### config.mk
export PLATFORM = sky130hd
export DESIGN_NAME = aliens_rom_bus_responder
export DESIGN_NICKNAME = d
export VERILOG_FILES = /design/src/rtl/aliens_rom_bus_responder.sv
export SDC_FILE = /design/constraint.sdc
export NUM_CORES = 1
export LEC_CHECK = 0
export ABC_AREA = 1
export CAP_MARGIN = 20
export CORE_ASPECT_RATIO = 0.5
export CORE_MARGIN = 2
export CORE_UTILIZATION = 45
export DETAILED_ROUTE_END_ITERATION = 12
export PLACE_DENSITY = 0.79
export SYNTH_ARGS = -nofsm -noshare
export SYNTH_HDL_FRONTEND = slang
export SYNTH_SLANG_ARGS = --single-unit
### constraint.sdc
create_clock -name i_clk -period 3 [get_ports i_clk]
set_input_delay 0.3 -clock i_clk [delete_from_list [all_inputs] [get_ports i_clk]]
set_output_delay 0.3 -clock i_clk [all_outputs]
set_load 0.05 [all_outputs]
### src/rtl/aliens_rom_bus_responder.sv
// -----------------------------------------------------------------------------
// aliens_rom_bus_responder
//
// Purpose:
//   Responder for the program-ROM chip select decoded from the Aliens CPU bus.
//   A new ROM read stalls the CPU through o_cpu_wait. The responder then fetches
//   the containing 16-bit word from a word memory (SDRAM/BRAM port) using a level
//   request / pulse acknowledge handshake, and returns the addressed byte in
//   big-endian order. A fetch that is not acknowledged within TIMEOUT request
//   cycles is abandoned. The CPU then reads 8'hFF and a sticky error flag is set.
//
// Optional feature (macro ALIENS_ROM_CACHE_EN):
//   The macro adds a one-entry word cache that is filled on every completed
//   fetch. A read that hits the cached word is answered without a memory
//   request, after one wait cycle. Only reset clears the cache.
//
// Parameters:
//   ADDR_W   CPU byte-address width into the ROM region
//   TIMEOUT  maximum number of cycles o_mem_req may wait for i_mem_ack (1..255)
//
// Ports:
//   i_clk          system clock, rising edge
//   i_reset        synchronous active-high reset
//   i_rom_cs_n     ROM chip select, active low
//   i_cpu_rd       CPU read strobe
//   i_cpu_addr     CPU byte address within the ROM region
//   o_cpu_dout     read data to the CPU, held until the next completed access
//   o_cpu_wait     CPU stall (combinational)
//   o_mem_req      word fetch request (level)
//   o_mem_addr     word address of the fetch
//   i_mem_ack      one-cycle pulse, i_mem_data is valid in that cycle
//   i_mem_data     fetched word
//   o_timeout_err  sticky fetch-timeout flag
// -----------------------------------------------------------------------------
module aliens_rom_bus_responder #(
  parameter int ADDR_W  = 17,
  parameter int TIMEOUT = 255
) (
  input  logic              i_clk,
  input  logic              i_reset,
  input  logic              i_rom_cs_n,
  input  logic              i_cpu_rd,
  input  logic [ADDR_W-1:0] i_cpu_addr,
  output logic [7:0]        o_cpu_dout,
  output logic              o_cpu_wait,
  output logic              o_mem_req,
  output logic [ADDR_W-2:0] o_mem_addr,
  input  logic              i_mem_ack,
  input  logic [15:0]       i_mem_data,
  output logic              o_timeout_err
);

  localparam logic [7:0] TIMEOUT_C = 8'(TIMEOUT);

  typedef enum logic [1:0] {
    ST_IDLE = 2'd0,
    ST_REQ  = 2'd1,
    ST_DONE = 2'd2
  } state_t;

  // Big-endian byte select: an even byte address takes the high byte.
  function automatic logic [7:0] sel_byte(input logic [15:0] word, input logic lo);
    return lo ? word[7:0] : word[15:8];
  endfunction

  state_t              r_state;
  state_t              w_state_nxt;
  logic                r_prev_access;
  logic [ADDR_W-1:0]   r_lat_addr;
  logic                r_mem_req;
  logic [ADDR_W-2:0]   r_mem_addr;
  logic [7:0]          r_cpu_dout;
  logic                r_timeout_err;
  logic [7:0]          r_cnt;

  logic                w_access;
  logic                w_start;
  logic                w_hit;
  logic [7:0]          w_hit_byte;
  logic                w_in_req;
  logic [7:0]          w_cnt_inc;
  logic                w_fetch_ok;
  logic                w_fetch_tmo;

  // A start needs a fresh access: either the CPU has just selected the ROM,
  // or it has moved to another address while it keeps the select asserted.
  // This prevents a held read from being fetched again after it completes.
  assign w_access    = ~i_rom_cs_n & i_cpu_rd;
  assign w_start     = w_access & (r_state == ST_IDLE) &
                       (~r_prev_access | (i_cpu_addr != r_lat_addr));
  assign w_in_req    = (r_state == ST_REQ);
  assign w_cnt_inc   = r_cnt + 8'd1;
  assign w_fetch_ok  = w_in_req & i_mem_ack;
  // An ack in the same cycle as the last allowed request cycle wins.
  assign w_fetch_tmo = w_in_req & ~i_mem_ack & (w_cnt_inc == TIMEOUT_C);

`ifdef ALIENS_ROM_CACHE_EN
  logic                r_cache_valid;
  logic [ADDR_W-2:0]   r_cache_waddr;
  logic [15:0]         r_cache_data;

  assign w_hit      = w_start & r_cache_valid &
                      (r_cache_waddr == i_cpu_addr[ADDR_W-1:1]);
  assign w_hit_byte = sel_byte(r_cache_data, i_cpu_addr[0]);

  // One-entry word cache, filled by every fetch that is acknowledged.
  always_ff @(posedge i_clk) begin
    if (i_reset) begin
      r_cache_valid <= 1'b0;
      r_cache_waddr <= '0;
      r_cache_data  <= 16'h0000;
    end else if (w_fetch_ok) begin
      r_cache_valid <= 1'b1;
      r_cache_waddr <= r_mem_addr;
      r_cache_data  <= i_mem_data;
    end else begin
      r_cache_valid <= r_cache_valid;
    end
  end
`else
  assign w_hit      = 1'b0;
  assign w_hit_byte = 8'hFF;
`endif

  // State register.
  always_ff @(posedge i_clk) begin
    if (i_reset) begin
      r_state <= ST_IDLE;
    end else begin
      r_state <= w_state_nxt;
    end
  end

  // Next-state logic. A cache hit goes straight to DONE.
  always_comb begin
    w_state_nxt = r_state;
    case (r_state)
      ST_IDLE: begin
        if (w_start) begin
          w_state_nxt = w_hit ? ST_DONE : ST_REQ;
        end else begin
          w_state_nxt = ST_IDLE;
        end
      end
      ST_REQ: begin
        if (w_fetch_ok | w_fetch_tmo) begin
          w_state_nxt = ST_DONE;
        end else begin
          w_state_nxt = ST_REQ;
        end
      end
      ST_DONE: w_state_nxt = ST_IDLE;
      default: w_state_nxt = ST_IDLE;
    endcase
  end

  // Datapath: access tracking, request handshake, timeout counter, read data.
  always_ff @(posedge i_clk) begin
    if (i_reset) begin
      r_prev_access <= 1'b0;
      r_lat_addr    <= '0;
      r_mem_req     <= 1'b0;
      r_mem_addr    <= '0;
      r_cpu_dout    <= 8'hFF;
      r_timeout_err <= 1'b0;
      r_cnt         <= 8'd0;
    end else begin
      r_prev_access <= w_access;

      if (w_start) begin
        r_lat_addr <= i_cpu_addr;
      end

      // The request is never withdrawn early. If the CPU drops its select
      // while a fetch is pending, the fetch still runs to ack or timeout.
      if (w_start & ~w_hit) begin
        r_mem_req  <= 1'b1;
        r_mem_addr <= i_cpu_addr[ADDR_W-1:1];
      end else if (w_fetch_ok | w_fetch_tmo) begin
        r_mem_req  <= 1'b0;
      end

      if (w_start) begin
        r_cnt <= 8'd0;
      end else if (w_in_req) begin
        r_cnt <= w_cnt_inc;
      end

      // A fetch uses the latched byte lane, because the CPU may already have
      // moved away from the address.
      if (w_hit) begin
        r_cpu_dout <= w_hit_byte;
      end else if (w_fetch_ok) begin
        r_cpu_dout <= sel_byte(i_mem_data, r_lat_addr[0]);
      end else if (w_fetch_tmo) begin
        r_cpu_dout <= 8'hFF;
      end

      if (w_fetch_tmo) begin
        r_timeout_err <= 1'b1;
      end
    end
  end

  assign o_cpu_wait    = w_start | w_in_req;
  assign o_cpu_dout    = r_cpu_dout;
  assign o_mem_req     = r_mem_req;
  assign o_mem_addr    = r_mem_addr;
  assign o_timeout_err = r_timeout_err;

endmodule

==> impl_metrics.toml, run 1 <==
[timing]
setup_viol = 0
hold_violations = 0
slew_violations = 0
tns_ns = 0
skew_ns = 0.008680
fmaxAchievable_ghz = 0.4547
hold_ws_ns = 0.4594
max-slew-margin-rel_pct = 65.70
rsz0062_at_grt = "false"
fin_crit_ns = 2.199
tightest_slew_ns = 0.5113
min_period_over_period_pct = 73.30

[critical_path]
cp_common_cell = "nand2_1"
cp_slowest_cell = "dfxtp_1"
arrival_ns = 1.90
worstPathMaxFanout = 10
cp.buffers_inverters = 2
path_cells = "inv_6 -> nand2_2 -> nand2_1 -> nor2_1 -> nand2_1 -> nor2_2 -> nand3_4 -> nand2_1 -> nand2_1 -> buf_12"
crit_path_start_kind = "flop"
path_class = "flop to output port"
cp-end-kind = "output port"
slowest_delay_ns = 0.61
critical_path_required_ns = 2.70
cp_top_family = "simple AND/OR/NAND/NOR gates"

[logic_synthesis]
synth_edf_count = 0
ys_top_cells_by_area = "dfxtp_1, nand2_1, inv_1"
syn_avg_cell_area_sq_um = 6.517
synthArstFlopShare_pct = 0
syn-cell-area_sq_um = 2340
yosysWarningCount = 0
synth_nets = 399
synthFlopType = "dfxtp_1"
yosysTopAreaCell = "dfxtp_1"
synth_cells = 359
synthDistinctLibCells = 27
synth_seq_cells = 38
yosys.area.top_type_share_pct = 32.51
synth_seq_area_share_pct = 32.51

[power]
intPower_mw = 0.8278
p_seq_share_pct = 45.4
power_leakage_nw = 1.263
sw_frac_of_total_pct = 32.54
p_switching_mw = 0.3994
power_frac_comb_pct = 27.3
power_mw = 1.227
ir_drop_mv = 0.1939
p_clk_share_pct = 27.3
power_density_nw_per_um2 = 413.5

[clocking]
clk_path_buf_depth = 2
cts_root_buf = "clkbuf_8"
cts_tree = "yes"
cts_setup_buffers = 0
insertion_delay_ns = 0.29
clk_pin_slew_ns = 0.08
cts_buffers = 5
ctsResizeCount = 0
clock-sinks = 38
h-tree-depth = 2
ctsHoldBuffers = 0

[final_layout]
layout.cells.most_common = "nand2_1"
drive_gt1_share_pct = 7.654
mostFrequentLayoutCells = "nand2_1, clkdlybuf4s50_1, inv_1"
synthToLayoutAreaGrowth_pct = 26.85
diodes = 0
nets = 445

[global_routing]
grt-ovfl-total = 0
grt_pass1_vias = 1960
grt_pass1_wl_um = 8335
grt_usage_pct = 18.10
grt_max_degree = 36
antenna_found_initial = 0

[detailed_routing]
wirelength_um = 5163
wire_per_inst_um = 10.87
drt_iter0_drc = 117
postRouteAntennaNets = 0
via_count = 2243
dr.pass1.iters = 4
drc_errors = 0
viasPerCell = 4.722

[place]
port_buffers = 64
place.gp.congestion = 0.8383
dp_hpwl_um = 3790

[floorplanning]
die_h_um = 54.99
die_area_sq_um = 5827
pin_count = 65
rows = 18
initial_core_util_pct = 47.01
die_x_um = 106.0
core_sq_um = 4977

[worst_hold_path]
hold_class = "flop to flop"

[run]
max-cap-violations = 0

[outcome]
outcome = "finished clean"
-- cell families after synthesis --
kind of cell | Yosys count | share of synthesized area [%]
and+or+nand+nor | 203 | 40.05
buffers and inverters | 80 | 17.59
DFF | 38 | 32.51
AOI/OAI and AO/OA | 31 | 6.898
xor gates and xnor gates | 5 | 1.872
adders and majority gates | 2 | 1.069
-- stage by stage --
| stage | instances | setup WS (ns) | cell area [sq um] | utilization (%) |
|---|---|---|---|---|
| final | 475 | 0.8010 | 2968 | 59.63 |
| after global routing | 475 | 0.6069 | 2968 | 59.63 |
| after CTS | 475 | 0.7485 | 2968 | 59.63 |
| after detailed placement | 468 | 0.8856 | 2889 | 58.04 |
| after global placement | 468 | 0.9218 | 2889 | 58.04 |
| after floorplan | 359 | 1.342 | 2340 | - |
-- Yosys cell counts, types with 2 or more instances --
library cell  count
o21bai_1          2
nand3_1          37
o21ai_0           7
inv_1            50
xnor2_1           4
buf_2             4
a21oi_1          20
nor2_1           41
nor2_2            3
buf_6             4
nand4_1           2
buf_4            19
dfxtp_1          38
ha_1              2
nand2_1         102
nand2_2           2
nand3_2          12
-- per-layer routing --
| layer | GRT usage [%] | vias up | share of wire, % |
|---|---|---|---|
| met5 | 0 | - | 0 |
| met4 | 6.579 | 0 | 0.87 |
| met1 | 20.98 | 1001 | 44 |
| met2 | 34.62 | 55 | 49 |
| met3 | 3.864 | 5 | 5.4 |
| li1 | - | 1182 | - |
-- state kept, by name (all words and copies together), names as in the netlist --
signal and count:
r_prev_access 1, o_timeout_err 1, o_cpu_dout 8, r_state 2, r_lat_addr 17, r_cnt 8, o_mem_req 1
-- power groups by stage --
stage	Clock [mW]	Sequential [mW]	Combinational [mW]
final	0.335	0.557	0.335
after global routing	0.368	0.561	0.365
after CTS	0.349	0.557	0.338
after detailed placement	0	0.569	0.336
after global placement	0	0.567	0.332
after floorplan	0	0.585	0.216
-- worst reg2reg max path: stages (launching register included) --
cell	delay, ns
dfxtp_1	0.38
ha_1	0.24
inv_1	0.05
nand2_1	0.06
nand2_1	0.04
nor2_1	0.13
nand3_1	0.09
nor2_1	0.13
nand3_1	0.36
nand2_1	0.38
nand2_1	0.08
nand3_1	0.08
-- final timing paths --
| check | cells past startpoint | start | to | slack (ns) |
|---|---|---|---|---|
| worst max register to register | 11 | r_cnt[0]$_SDFFE_PP0N_ | o_cpu_dout[0]$_SDFFE_PP1P_ | 0.90 |
| worst min-delay path | 2 | o_timeout_err$_SDFFE_PP0P_ | o_timeout_err$_SDFFE_PP0P_ | 0.46 |
| worst max-delay path | 10 | r_lat_addr[0]$_SDFFE_PP0P_ | o_cpu_wait | 0.80 |
| worst min register to register | 2 | o_timeout_err$_SDFFE_PP0P_ | o_timeout_err$_SDFFE_PP0P_ | 0.46 |
-- layout make-up --
cell class / count / area [sq um]
Fill cell: 450 / 2009
Multi-Input combinational cell: 241 / 1167
Sequential cell: 38 / 760.7
Timing Repair Buffer: 67 / 673.1
Inverter: 52 / 200.2
Tap cell: 70 / 87.58
Clock buffer: 5 / 68.82
Clock inverter: 2 / 10.01
Power figures use the tool's default switching activity.
==> run 2, diff against run 1 <==
- CORE_UTILIZATION: 45 -> 44
- PLACE_DENSITY: 0.79 -> 0.8
- clock period: 3 -> 2 ns (I/O delays scaled with it)
==> impl_metrics.toml, run 2 (synthesis results as in run 1) <==
[detailed_routing]
drc_errors = 0
dr.pass1.iters = 4
drt_iter0_drc = 81
via_count = 2207
viasPerCell = 4.560
wirelength_um = 5040
postRouteAntennaNets = 0
wire_per_inst_um = 10.41

[clocking]
cts_setup_buffers = 0
clock-sinks = 38
cts_tree = "yes"
clk_pin_slew_ns = 0.08
cts_root_buf = "clkbuf_8"
clk_path_buf_depth = 2
ctsHoldBuffers = 0
ctsResizeCount = 0
h-tree-depth = 2
cts_buffers = 5
insertion_delay_ns = 0.29

[critical_path]
cp_slowest_cell = "clkdlybuf4s50_1"
worst_r2r_endpoint = "o_cpu_dout[7]$_SDFFE_PP1P_"
critical_path_required_ns = 1.80
worst-r2r-setup-slack_ns = 0.23
cp.buffers_inverters = 3
path_class = "input port to output port"
path_cells = "clkdlybuf4s50_1 -> inv_1 -> nand2_1 -> nand2_1 -> nor2_1 -> nand2_1 -> nor2_1 -> nand3_4 -> nand2_1 -> nand2_1 -> buf_12"
cp_top_family = "simple AND/OR/NAND/NOR gates"
cp-end-kind = "output port"
worstPathMaxFanout = 3
arrival_ns = 1.71
cp_common_cell = "nand2_1"
slowest_delay_ns = 0.48
crit_path_start_kind = "input port"
reg2reg_from = "r_cnt[0]$_SDFFE_PP0N_"
rr_worst_depth = 9

[place]
port_buffers = 64
place.gp.congestion = 0.8833
dp_hpwl_um = 3787

[global_routing]
grt-ovfl-total = 0
grt_pass1_wl_um = 8804
grt_usage_pct = 17.92
antenna_found_initial = 0
grt_max_degree = 21
grt_pass1_vias = 2015

[final_layout]
drive_gt1_share_pct = 10.63
largest_register_ffs = 17
mostFrequentLayoutCells = "nand2_1, clkdlybuf4s50_1, inv_1"
diodes = 0
layout.cells.most_common = "nand2_1"
nets = 453
largest_register = "r_lat_addr"
synthToLayoutAreaGrowth_pct = 30.80

[timing]
rsz0062_at_grt = "false"
max-slew-margin-rel_pct = 65.14
setup_viol = 0
hold_ws_ns = 0.4623
fmaxAchievable_ghz = 0.5227
hold_violations = 0
slew_violations = 0
fin_crit_ns = 1.913
min_period_over_period_pct = 95.66
tightest_slew_ns = 0.5213
tns_ns = 0
skew_ns = 0.009013

[power]
intPower_mw = 1.295
power_frac_comb_pct = 27.4
ir_drop_mv = 0.3323
sw_frac_of_total_pct = 32.03
power_density_nw_per_um2 = 622.5
p_clk_share_pct = 29.0
p_switching_mw = 0.6101
power_mw = 1.905
power_leakage_nw = 1.304
p_seq_share_pct = 43.7

[floorplanning]
die_x_um = 107.1
initial_core_util_pct = 46.59
rows = 18
core_sq_um = 5022
pin_count = 65
die_area_sq_um = 5952
die_h_um = 55.57

[run]
max-cap-violations = 0

[worst_hold_path]
worstHoldEndpoint = "o_timeout_err$_SDFFE_PP0P_"
min_path_cells = 2
hold_class = "flop to flop"
hold_start = "o_timeout_err$_SDFFE_PP0P_"

[outcome]
outcome = "finished clean"
-- run 2: how the worst max path moves through the flow --
stage          slack, ns                        from  cells past startpoint               endpoint
2_1_floorplan       0.36  r_lat_addr[0]$_SDFFE_PP0P_                     12  r_state[0]$_SDFF_PP0_
3_3_place_gp        0.11              i_cpu_addr[12]                     11             o_cpu_wait
3_5_place_dp        0.09              i_cpu_addr[14]                     11             o_cpu_wait
4_1_cts             0.08              i_cpu_addr[14]                     11             o_cpu_wait
5_1_grt            0.007              i_cpu_addr[16]                     11             o_cpu_wait
6_report            0.09              i_cpu_addr[14]                     11             o_cpu_wait
-- run 2: through the flow --
stage                     util (%)  std cells  worst slack (ns)  instance area, sq um
after global placement       58.72        476            0.1149                  2949
final                        60.94        484           0.08672                  3060
after CTS                    60.61        484           0.08348                  3044
after floorplan                  -        359            0.3628                  2340
after global routing         60.94        484          0.007396                  3060
after detailed placement     58.72        476           0.09252                  2949
-- run 2: layout make-up --
type / count / area, sq um
clock buffer: 6 / 82.58
inverter: 52 / 200.2
timing repair buffer: 75 / 733.2
sequential: 38 / 762.0
tap: 70 / 87.58
fill: 490 / 1962
multi-input combinational: 241 / 1182
clock inverter: 2 / 12.51
-- run 2: power groups by stage --
stage                     logic (mW)  registers (mW)  clock network, mW
after floorplan                0.324           0.877                  0
after global placement         0.515           0.848                  0
after detailed placement       0.519           0.850                  0
after CTS                      0.521           0.832              0.575
after global routing           0.566           0.839              0.598
final                          0.521           0.832              0.552
-- run 2: layer usage --
metal  share of wire [%]  vias up  global-route usage, %  wire (um)
met1                  50      953                  23.92       2521
met3                 3.3        4                  3.896        168
met4                0.79        0                  4.082         40
li1                    -     1206                      -          -
met2                  46       44                  29.66       2310
met5                   0        -                      0          0
-- run 2: tightest hold or removal path: cells and delay by family (launching register included) --
| kind | cells | cell delay, ns |
|---|---|---|
| compound gates | 1 | 0.05 |
| flops | 1 | 0.32 |
| buf+inv | 1 | 0.05 |
